<file path="config.mk">
export PLATFORM = sky130hd
export DESIGN_NAME = count_monitor_flat
export DESIGN_NICKNAME = d
export VERILOG_FILES = /design/src/rtl/count_mon_pkg.sv /design/src/rtl/count_monitor_if.sv /design/src/rtl/count_delta_class.sv /design/src/rtl/count_monitor.sv /design/src/flat_wrapper.sv
export SDC_FILE = /design/constraint.sdc
export NUM_CORES = 1
export LEC_CHECK = 0
export ABC_AREA = 1
export CELL_PAD_IN_SITES_DETAIL_PLACEMENT = 1
export CELL_PAD_IN_SITES_GLOBAL_PLACEMENT = 1
export CORE_MARGIN = 5
export CORE_UTILIZATION = 36
export CTS_CLUSTER_SIZE = 12
export DETAILED_ROUTE_END_ITERATION = 12
export PLACE_DENSITY_LB_ADDON = 0.08
export SYNTH_ARGS = -nofsm -noshare
export SYNTH_HDL_FRONTEND = slang
export SYNTH_HIERARCHICAL = 1
export SYNTH_SLANG_ARGS = --single-unit
export TNS_END_PERCENT = 20
</file>
<file path="constraint.sdc">
create_clock -name clk -period 3.52 [get_ports clk]
set_clock_uncertainty 0.05 [all_clocks]
set_input_delay 0.704 -clock clk [delete_from_list [all_inputs] [get_ports clk]]
set_output_delay 0.704 -clock clk [all_outputs]
set_load 0.1 [all_outputs]
</file>
<file path="src/rtl/count_mon_pkg.sv">
// Shared types for the counter monitor: FSM states, delta classes and the default step limit.
package count_mon_pkg;

   localparam int STEP_MAX_DEF = 15;

   typedef enum logic [1:0] {
      ST_EMPTY = 2'd0,
      ST_SEED  = 2'd1,
      ST_ACQ   = 2'd2,
      ST_LOCK  = 2'd3
   } mon_state_e;

   typedef enum logic [1:0] {
      DC_HOLD = 2'd0,
      DC_UP   = 2'd1,
      DC_DOWN = 2'd2,
      DC_JUMP = 2'd3
   } delta_class_e;

endpackage

</file>
<file path="src/rtl/count_monitor_if.sv">
// Sample/observation bundle between a counter source and the count monitor.
interface count_monitor_if;

   logic       sample_en;
   logic [7:0] cin;
   logic       clr_err;
   logic [3:0] step;
   logic       dir;
   logic       locked;
   logic       err;
   logic       jump;
   logic       stall;
   logic [7:0] err_count;

   modport master (
      output sample_en, cin, clr_err,
      input  step, dir, locked, err, jump, stall, err_count
   );

   modport slave (
      input  sample_en, cin, clr_err,
      output step, dir, locked, err, jump, stall, err_count
   );

endinterface

</file>
<file path="src/rtl/count_delta_class.sv">
// Classifies the modulo-256 difference between two counter samples as hold, up, down or jump.
module count_delta_class
   import count_mon_pkg::*;
#(
   parameter int STEP_MAX = STEP_MAX_DEF
) (
   input  logic [7:0]   i_cin,
   input  logic [7:0]   i_prev,
   output delta_class_e o_cls,
   output logic [3:0]   o_mag
);

   logic [7:0] w_delta;
   logic [3:0] w_neg;

   assign w_delta = i_cin - i_prev;
   // Low nibble of the negated delta equals the negation of the low nibble.
   assign w_neg   = 4'd0 - w_delta[3:0];

   always_comb begin
      o_cls = DC_JUMP;
      o_mag = 4'd0;
      if (w_delta == 8'd0) begin
         o_cls = DC_HOLD;
      end else if (int'(w_delta) <= STEP_MAX) begin
         o_cls = DC_UP;
         o_mag = w_delta[3:0];
      end else if (int'(w_delta) >= 256 - STEP_MAX) begin
         o_cls = DC_DOWN;
         o_mag = w_neg;
      end
   end

endmodule

</file>
<file path="src/rtl/count_monitor.sv">
// Watches a sampled 8-bit counter, locks onto a constant step/direction and flags
// stalls, jumps and step errors; step errors are tallied in a saturating counter.
module count_monitor
   import count_mon_pkg::*;
#(
   parameter int LOCK_CNT = 4,
   parameter int STEP_MAX = STEP_MAX_DEF
) (
   input  logic           clk,
   input  logic           reset,
   count_monitor_if.slave bus
);

   localparam logic [1:0] S_EMPTY = ST_EMPTY;
   localparam logic [1:0] S_SEED  = ST_SEED;
   localparam logic [1:0] S_ACQ   = ST_ACQ;
   localparam logic [1:0] S_LOCK  = ST_LOCK;
   localparam logic [3:0] LOCK_N  = 4'(LOCK_CNT);

   logic [1:0]   r_state;
   logic [7:0]   r_prev;
   logic [3:0]   r_cnt;
   logic [3:0]   r_step;
   logic         r_dir;
   logic         r_locked;
   logic         r_err;
   logic         r_jump;
   logic         r_stall;
   logic [7:0]   r_err_count;

   delta_class_e w_cls;
   logic [3:0]   w_mag;
   logic         w_is_step;
   logic         w_cls_dir;
   logic         w_match;
   logic [1:0]   w_nxt_state;
   logic [3:0]   w_nxt_cnt;
   logic [3:0]   w_nxt_step;
   logic         w_nxt_dir;
   logic         w_err;
   logic         w_jump;
   logic         w_stall;
   logic [7:0]   w_nxt_err_count;

   count_delta_class #(.STEP_MAX(STEP_MAX)) u_class (
      .i_cin  (bus.cin),
      .i_prev (r_prev),
      .o_cls  (w_cls),
      .o_mag  (w_mag)
   );

   assign w_is_step = (w_cls == DC_UP) || (w_cls == DC_DOWN);
   assign w_cls_dir = (w_cls == DC_DOWN);
   assign w_match   = w_is_step && (w_cls_dir == r_dir) && (w_mag == r_step);

   always_comb begin
      w_nxt_state = r_state;
      w_nxt_cnt   = r_cnt;
      w_nxt_step  = r_step;
      w_nxt_dir   = r_dir;
      w_err       = 1'b0;
      w_jump      = 1'b0;
      w_stall     = 1'b0;
      if (bus.sample_en) begin
         case (r_state)
            S_EMPTY: w_nxt_state = S_SEED;
            S_SEED: begin
               if (w_is_step) begin
                  w_nxt_state = S_ACQ;
                  w_nxt_step  = w_mag;
                  w_nxt_dir   = w_cls_dir;
                  w_nxt_cnt   = 4'd1;
               end
            end
            S_ACQ: begin
               if (w_cls == DC_JUMP) begin
                  w_nxt_state = S_SEED;
                  w_nxt_step  = 4'd0;
                  w_nxt_dir   = 1'b0;
                  w_nxt_cnt   = 4'd0;
               end else if (w_match) begin
                  w_nxt_cnt = r_cnt + 4'd1;
                  if (r_cnt + 4'd1 == LOCK_N) w_nxt_state = S_LOCK;
               end else if (w_is_step) begin
                  w_nxt_step = w_mag;
                  w_nxt_dir  = w_cls_dir;
                  w_nxt_cnt  = 4'd1;
               end
            end
            default: begin
               // Locked: any departure from the confirmed step raises exactly one event.
               if (w_cls == DC_JUMP) begin
                  w_jump      = 1'b1;
                  w_nxt_state = S_SEED;
                  w_nxt_step  = 4'd0;
                  w_nxt_dir   = 1'b0;
                  w_nxt_cnt   = 4'd0;
               end else if (w_cls == DC_HOLD) begin
                  w_stall = 1'b1;
               end else if (!w_match) begin
                  w_err       = 1'b1;
                  w_nxt_state = S_ACQ;
                  w_nxt_step  = w_mag;
                  w_nxt_dir   = w_cls_dir;
                  w_nxt_cnt   = 4'd1;
               end
            end
         endcase
      end
   end

   always_comb begin
      w_nxt_err_count = r_err_count;
      if (bus.clr_err) begin
         w_nxt_err_count = {7'd0, w_err};
      end else if (w_err && (r_err_count != 8'hFF)) begin
         w_nxt_err_count = r_err_count + 8'd1;
      end
   end

   always_ff @(posedge clk) begin
      if (reset) begin
         r_state     <= S_EMPTY;
         r_prev      <= 8'd0;
         r_cnt       <= 4'd0;
         r_step      <= 4'd0;
         r_dir       <= 1'b0;
         r_locked    <= 1'b0;
         r_err       <= 1'b0;
         r_jump      <= 1'b0;
         r_stall     <= 1'b0;
         r_err_count <= 8'd0;
      end else begin
         r_state     <= w_nxt_state;
         r_cnt       <= w_nxt_cnt;
         r_step      <= w_nxt_step;
         r_dir       <= w_nxt_dir;
         r_locked    <= (w_nxt_state == S_LOCK);
         r_err       <= w_err;
         r_jump      <= w_jump;
         r_stall     <= w_stall;
         r_err_count <= w_nxt_err_count;
         if (bus.sample_en) r_prev <= bus.cin;
      end
   end

   assign bus.step      = r_step;
   assign bus.dir       = r_dir;
   assign bus.locked    = r_locked;
   assign bus.err       = r_err;
   assign bus.jump      = r_jump;
   assign bus.stall     = r_stall;
   assign bus.err_count = r_err_count;

endmodule

</file>
<file path="src/flat_wrapper.sv">
// flat-port wrapper written by rule: the top's interface ports become plain ports
module count_monitor_flat import count_mon_pkg::*;
#(
   parameter int LOCK_CNT = 4,
   parameter int STEP_MAX = STEP_MAX_DEF
)
  (clk, reset, bus_sample_en, bus_cin, bus_clr_err, bus_step, bus_dir, bus_locked, bus_err, bus_jump, bus_stall, bus_err_count);
  count_monitor_if bus_i ();
  input  logic clk;
  input  logic reset;
  input wire logic [$bits(bus_i.sample_en)-1:0] bus_sample_en;
  input wire logic [$bits(bus_i.cin)-1:0] bus_cin;
  input wire logic [$bits(bus_i.clr_err)-1:0] bus_clr_err;
  output wire logic [$bits(bus_i.step)-1:0] bus_step;
  output wire logic [$bits(bus_i.dir)-1:0] bus_dir;
  output wire logic [$bits(bus_i.locked)-1:0] bus_locked;
  output wire logic [$bits(bus_i.err)-1:0] bus_err;
  output wire logic [$bits(bus_i.jump)-1:0] bus_jump;
  output wire logic [$bits(bus_i.stall)-1:0] bus_stall;
  output wire logic [$bits(bus_i.err_count)-1:0] bus_err_count;
  assign bus_i.sample_en = bus_sample_en;
  assign bus_i.cin = bus_cin;
  assign bus_i.clr_err = bus_clr_err;
  assign bus_step = bus_i.step;
  assign bus_dir = bus_i.dir;
  assign bus_locked = bus_i.locked;
  assign bus_err = bus_i.err;
  assign bus_jump = bus_i.jump;
  assign bus_stall = bus_i.stall;
  assign bus_err_count = bus_i.err_count;
  count_monitor #(.LOCK_CNT(LOCK_CNT), .STEP_MAX(STEP_MAX)) u_core (.clk(clk), .reset(reset), .bus(bus_i));
endmodule
</file>
==> impl_table.tex <==
\begin{tabular}{lr}
\hline
Metric & Value \\
\hline
\multicolumn{2}{l}{\textbf{Timing}} \\
Timing-limited maximum frequency & 296 MHz \\
Final min period & 3380 ps \\
Relative slew margins & 34.6\% \\
Worst hold slack & 453 ps \\
Min setup slack post-route & 140 ps \\
Final max-slew violation count & 0 \\
Crit share post-route & 96.0\% \\
Slew at the pin closest to its max-slew limit & 977 ps \\
Final hold viol count & 0 \\
Final setup fails & 0 \\
Post-Route Setup TNS & 0 ps \\
\multicolumn{2}{l}{\textbf{Layout}} \\
Number of diodes added for antenna fixing & 0 \\
Area taken by flip-flops and latches & 621 sq um \\
Area of the multi-input gates & 0.00191 sq mm \\
Number of fillers in the final layout & 891 \\
Finished Layout Cells & 550 \\
Proportion of layout cells with a drive suffix above 1 & 34.3\% \\
Count of nets after finishing & 502 \\
Area grow syn2layout & 46.3\% \\
\multicolumn{2}{l}{\textbf{GRT}} \\
Maximum number of pins on one net before global-route repair & 17 \\
Met3 capacity usage during global routing & 3.30\% \\
Most heavily used metal layer in global routing & met2 \\
GRT overflow & 0 \\
Total global routing track utilization & 18.0\% \\
Initial antenna violation count & 0 \\
Via count of the first global-routing pass & 2,820 \\
M1 GR Usage & 21.7\% \\
GR Util met2 & 33.3\% \\
Global-route wire length before repair & 12,800 um \\
\multicolumn{2}{l}{\textbf{Critical path}} \\
CP Launch Point & bus\_cin[0] \\
Type of destination of the critical path & flip-flop \\
Data required time at the worst endpoint & 3640 ps \\
R2r worst-path depth & 25 \\
Arrival time at the worst endpoint & 3500 ps \\
Maximum net fanout on the critical path & 7 \\
R2R Path Start & u\_core/r\_prev[0]\$\_SDFFE\_PP0P\_ \\
Minimum setup slack among reg-to-reg paths & 310 ps \\
Critical Path Source Type & input pin \\
Critical path class & input pin to flip-flop \\
Critical R2R Capture & u\_core/bus.step[3]\$\_SDFFE\_PP0P\_ \\
\multicolumn{2}{l}{\textbf{Die}} \\
Initial Utilization & 36.9\% \\
Die Y & 93.2 um \\
Placement row count & 30 \\
Core region area & 0.00676 sq mm \\
Die ar. & 0.00869 sq mm \\
Horizontal extent of the die & 93.2 um \\
Num ports & 29 \\
\multicolumn{2}{l}{\textbf{Clock tree}} \\
Largest buffer count on any clock path & 2 \\
Clock Sink Count & 31 \\
Number of levels the H-tree was split into & 2 \\
Root buffer cell & sky130\_fd\_sc\_hd\_\_clkbuf\_8 \\
Insertion delay to the later sink of the worst-skew pair & 280 ps \\
Hold bufs inserted after CTS & 0 \\
Total CTS buffers & 5 \\
Register clock-pin slew on the reported worst setup and hold paths & 80 ps \\
CTS tree & yes \\
\multicolumn{2}{l}{\textbf{Placement}} \\
Detail Placement HPWL & 5770 um \\
Pre-CTS setup slack & -715 ps \\
Input/output buffers & 28 \\
Cell total after placement & 534 \\
Final GP Congestion & 0.819 \\
\multicolumn{2}{l}{\textbf{Synthesis}} \\
Most instantiated library cell after synthesis & sky130\_fd\_sc\_hd\_\_nand2\_1 \\
Synth unique cells & 35 \\
Warning count from the yosys run & 6 \\
Sequential element share of the synthesized area & 24.9\% \\
Portion of synthesized cell area occupied by the leading cell type & 24.9\% \\
Post-Synthesis Net Count & 418 \\
Post-synthesis register bit count & 31 \\
Instance count of the mapped netlist & 385 \\
Synth Flop Type & sky130\_fd\_sc\_hd\_\_dfxtp\_1 \\
Most common library cells after synthesis & sky130\_fd\_sc\_hd\_\_nand2\_1 (96), sky130\_fd\_sc\_hd\_\_inv\_1 (60), sky130\_fd\_sc\_hd\_\_nor2\_1 (43), sky130\_fd\_sc\_hd\_\_dfxtp\_1 (31), sky130\_fd\_sc\_hd\_\_nand3\_1 (27) \\
Number of synthesized flops with an enable pin & 0 \\
Synth Area per Inst & 6.48 sq um \\
Post-synth ARST share & 0\% \\
Synth area leaders & sky130\_fd\_sc\_hd\_\_dfxtp\_1 (25\%), sky130\_fd\_sc\_hd\_\_nand2\_1 (14\%), sky130\_fd\_sc\_hd\_\_ha\_1 (10\%) \\
Mapped cell area & 0.00249 sq mm \\
Area leader, netlist & sky130\_fd\_sc\_hd\_\_dfxtp\_1 \\
\multicolumn{2}{l}{\textbf{Drt}} \\
Average wire per standard cell & 14.4 um \\
Remaining antenna violation count & 0 \\
Initial DRC Count & 81 \\
Total DRC errors in the routed layout & 0 \\
Overall via count from detail\_route & 2,733 \\
Routed via count divided by cell count & 4.97 \\
Total length of routed wires & 7900 um \\
Iteration count of the initial detailed-routing pass & 4 \\
\multicolumn{2}{l}{\textbf{Min path}} \\
HP Class & flip-flop to flip-flop \\
Depth of the worst hold-timing path & 2 \\
Hold Crit Start & u\_core/r\_cnt[3]\$\_SDFFE\_PP0P\_ \\
Endpoint with the worst hold slack & u\_core/r\_cnt[3]\$\_SDFFE\_PP0P\_ \\
\multicolumn{2}{l}{\textbf{Power}} \\
Overall Power & 1330 uW \\
Maximum ir drop on the vdd rail & 169 uV \\
Total power density per cell area & 364 mW/mm\^{}2 \\
P\_leak & 0.00166 uW \\
\multicolumn{2}{l}{\textbf{Job}} \\
Max Cap Violations & 0 \\
\multicolumn{2}{l}{\textbf{Outcome}} \\
Outcome & complete, no violations \\
\hline
\end{tabular}
-- critical path, cell delays in order --
cell                      delay (ps)
sky130_fd_sc_hd__buf_6            70
sky130_fd_sc_hd__inv_2            30
sky130_fd_sc_hd__ha_4            150
sky130_fd_sc_hd__fa_2            350
sky130_fd_sc_hd__inv_2            70
sky130_fd_sc_hd__nand3_1          80
sky130_fd_sc_hd__nand2_1         100
sky130_fd_sc_hd__or2_1           120
sky130_fd_sc_hd__nand2_2          80
sky130_fd_sc_hd__inv_2           100
sky130_fd_sc_hd__nor2_8           40
sky130_fd_sc_hd__nand2_4          80
sky130_fd_sc_hd__o21ai_2          70
sky130_fd_sc_hd__inv_2            80
sky130_fd_sc_hd__inv_4            50
sky130_fd_sc_hd__ha_4            160
sky130_fd_sc_hd__buf_4           120
sky130_fd_sc_hd__nand2_1         100
sky130_fd_sc_hd__nand2_2         100
sky130_fd_sc_hd__nor2_4          130
sky130_fd_sc_hd__nand3_4         140
sky130_fd_sc_hd__nor2_4          140
sky130_fd_sc_hd__nand2_1          60
sky130_fd_sc_hd__nand2_2         130
sky130_fd_sc_hd__inv_2            90
sky130_fd_sc_hd__nand3_2          60
sky130_fd_sc_hd__a21oi_1          60
-- worst max path at each step --
stage | slack, ps | to
global route | -50 | u_core/bus.locked$_SDFF_PP0_
global placement | -550 | u_core/bus.step[0]$_SDFFE_PP0P_
floorplan | 20 | u_core/bus.step[0]$_SDFFE_PP0P_
detailed placement | -710 | u_core/bus.step[2]$_SDFFE_PP0P_
finish | 140 | u_core/bus.step[3]$_SDFFE_PP0P_
CTS | 0.4 | u_core/bus.step[0]$_SDFFE_PP0P_
-- per-layer routing --
layer	part of all wire [%]	vias to the layer above
met2	52	29
met4	0.71	0
met3	2.2	4
li1	-	1382
met1	45	1318
met5	0	-
-- final cells by class --
class | instances | area share, %
tap | 80 | 2.74
clock buffer | 6 | 2.26
sequential | 31 | 17.0
clock inverter | 2 | 0.961
timing repair buffer | 80 | 18.0
inverter | 64 | 6.72
multi-input combinational | 287 | 52.2
-- power by group --
| part | leakage, uW | internal, uW | switching [uW] | total [uW] |
|---|---|---|---|---|
| clock network | 0.0000612 | 229 | 140 | 370 |
| logic | 0.00135 | 249 | 337 | 586 |
| registers | 0.000253 | 363 | 10.8 | 374 |
| total | 0.00166 | 841 | 488 | 1330 |
-- kinds of logic (layout without fill, tap and decap cells) --
kind of cell / count (synthesis) / count (layout) / share of synthesized area (%)
simple gates: 207 / 207 / 38.9
buf+inv: 67 / 152 / 10.2
compound gates: 51 / 51 / 12.3
flops: 31 / 31 / 24.9
fa+ha+maj: 21 / 21 / 10.8
xor+xnor: 8 / 8 / 2.81
-- metrics by stage --
| stage | util [%] | cell area, sq um |
|---|---|---|
| floorplan | - | 2490 |
| global placement | 46.8 | 3160 |
| detailed placement | 46.8 | 3160 |
| CTS | 51.2 | 3460 |
| global route | 54.0 | 3650 |
| finish | 54.0 | 3650 |
-- timing repair --
item | in CTS | in global routing
endpoints found under the hold margin | 0 | 0
setup buffers | 3 | 5
pin swaps | 12 | 30
endpoints found under the setup margin | 22 | 22
resized for setup | 39 | 44
-- registers in the layout, summed over array words and instances, names as in the netlist --
signal	cells
u_core/bus.dir	1
u_core/bus.err	1
u_core/bus.err_count	8
u_core/bus.jump	1
u_core/bus.locked	1
u_core/bus.stall	1
u_core/bus.step	4
u_core/r_cnt	4
u_core/r_prev	8
u_core/r_state	2
-- placed cells by master (no fill, tap or decap), drive strengths merged, types with 3 or more instances in the layout --
master	instances
nand2	109
inv	64
buf	63
nor2	52
dfxtp	31
nand3	31
a21oi	23
o21ai	21
ha	20
clkdlybuf4s50	11
clkbuf	8
nor3	6
xor2	5
nand4	3
xnor2	3
Power figures use the tool's default switching activity.
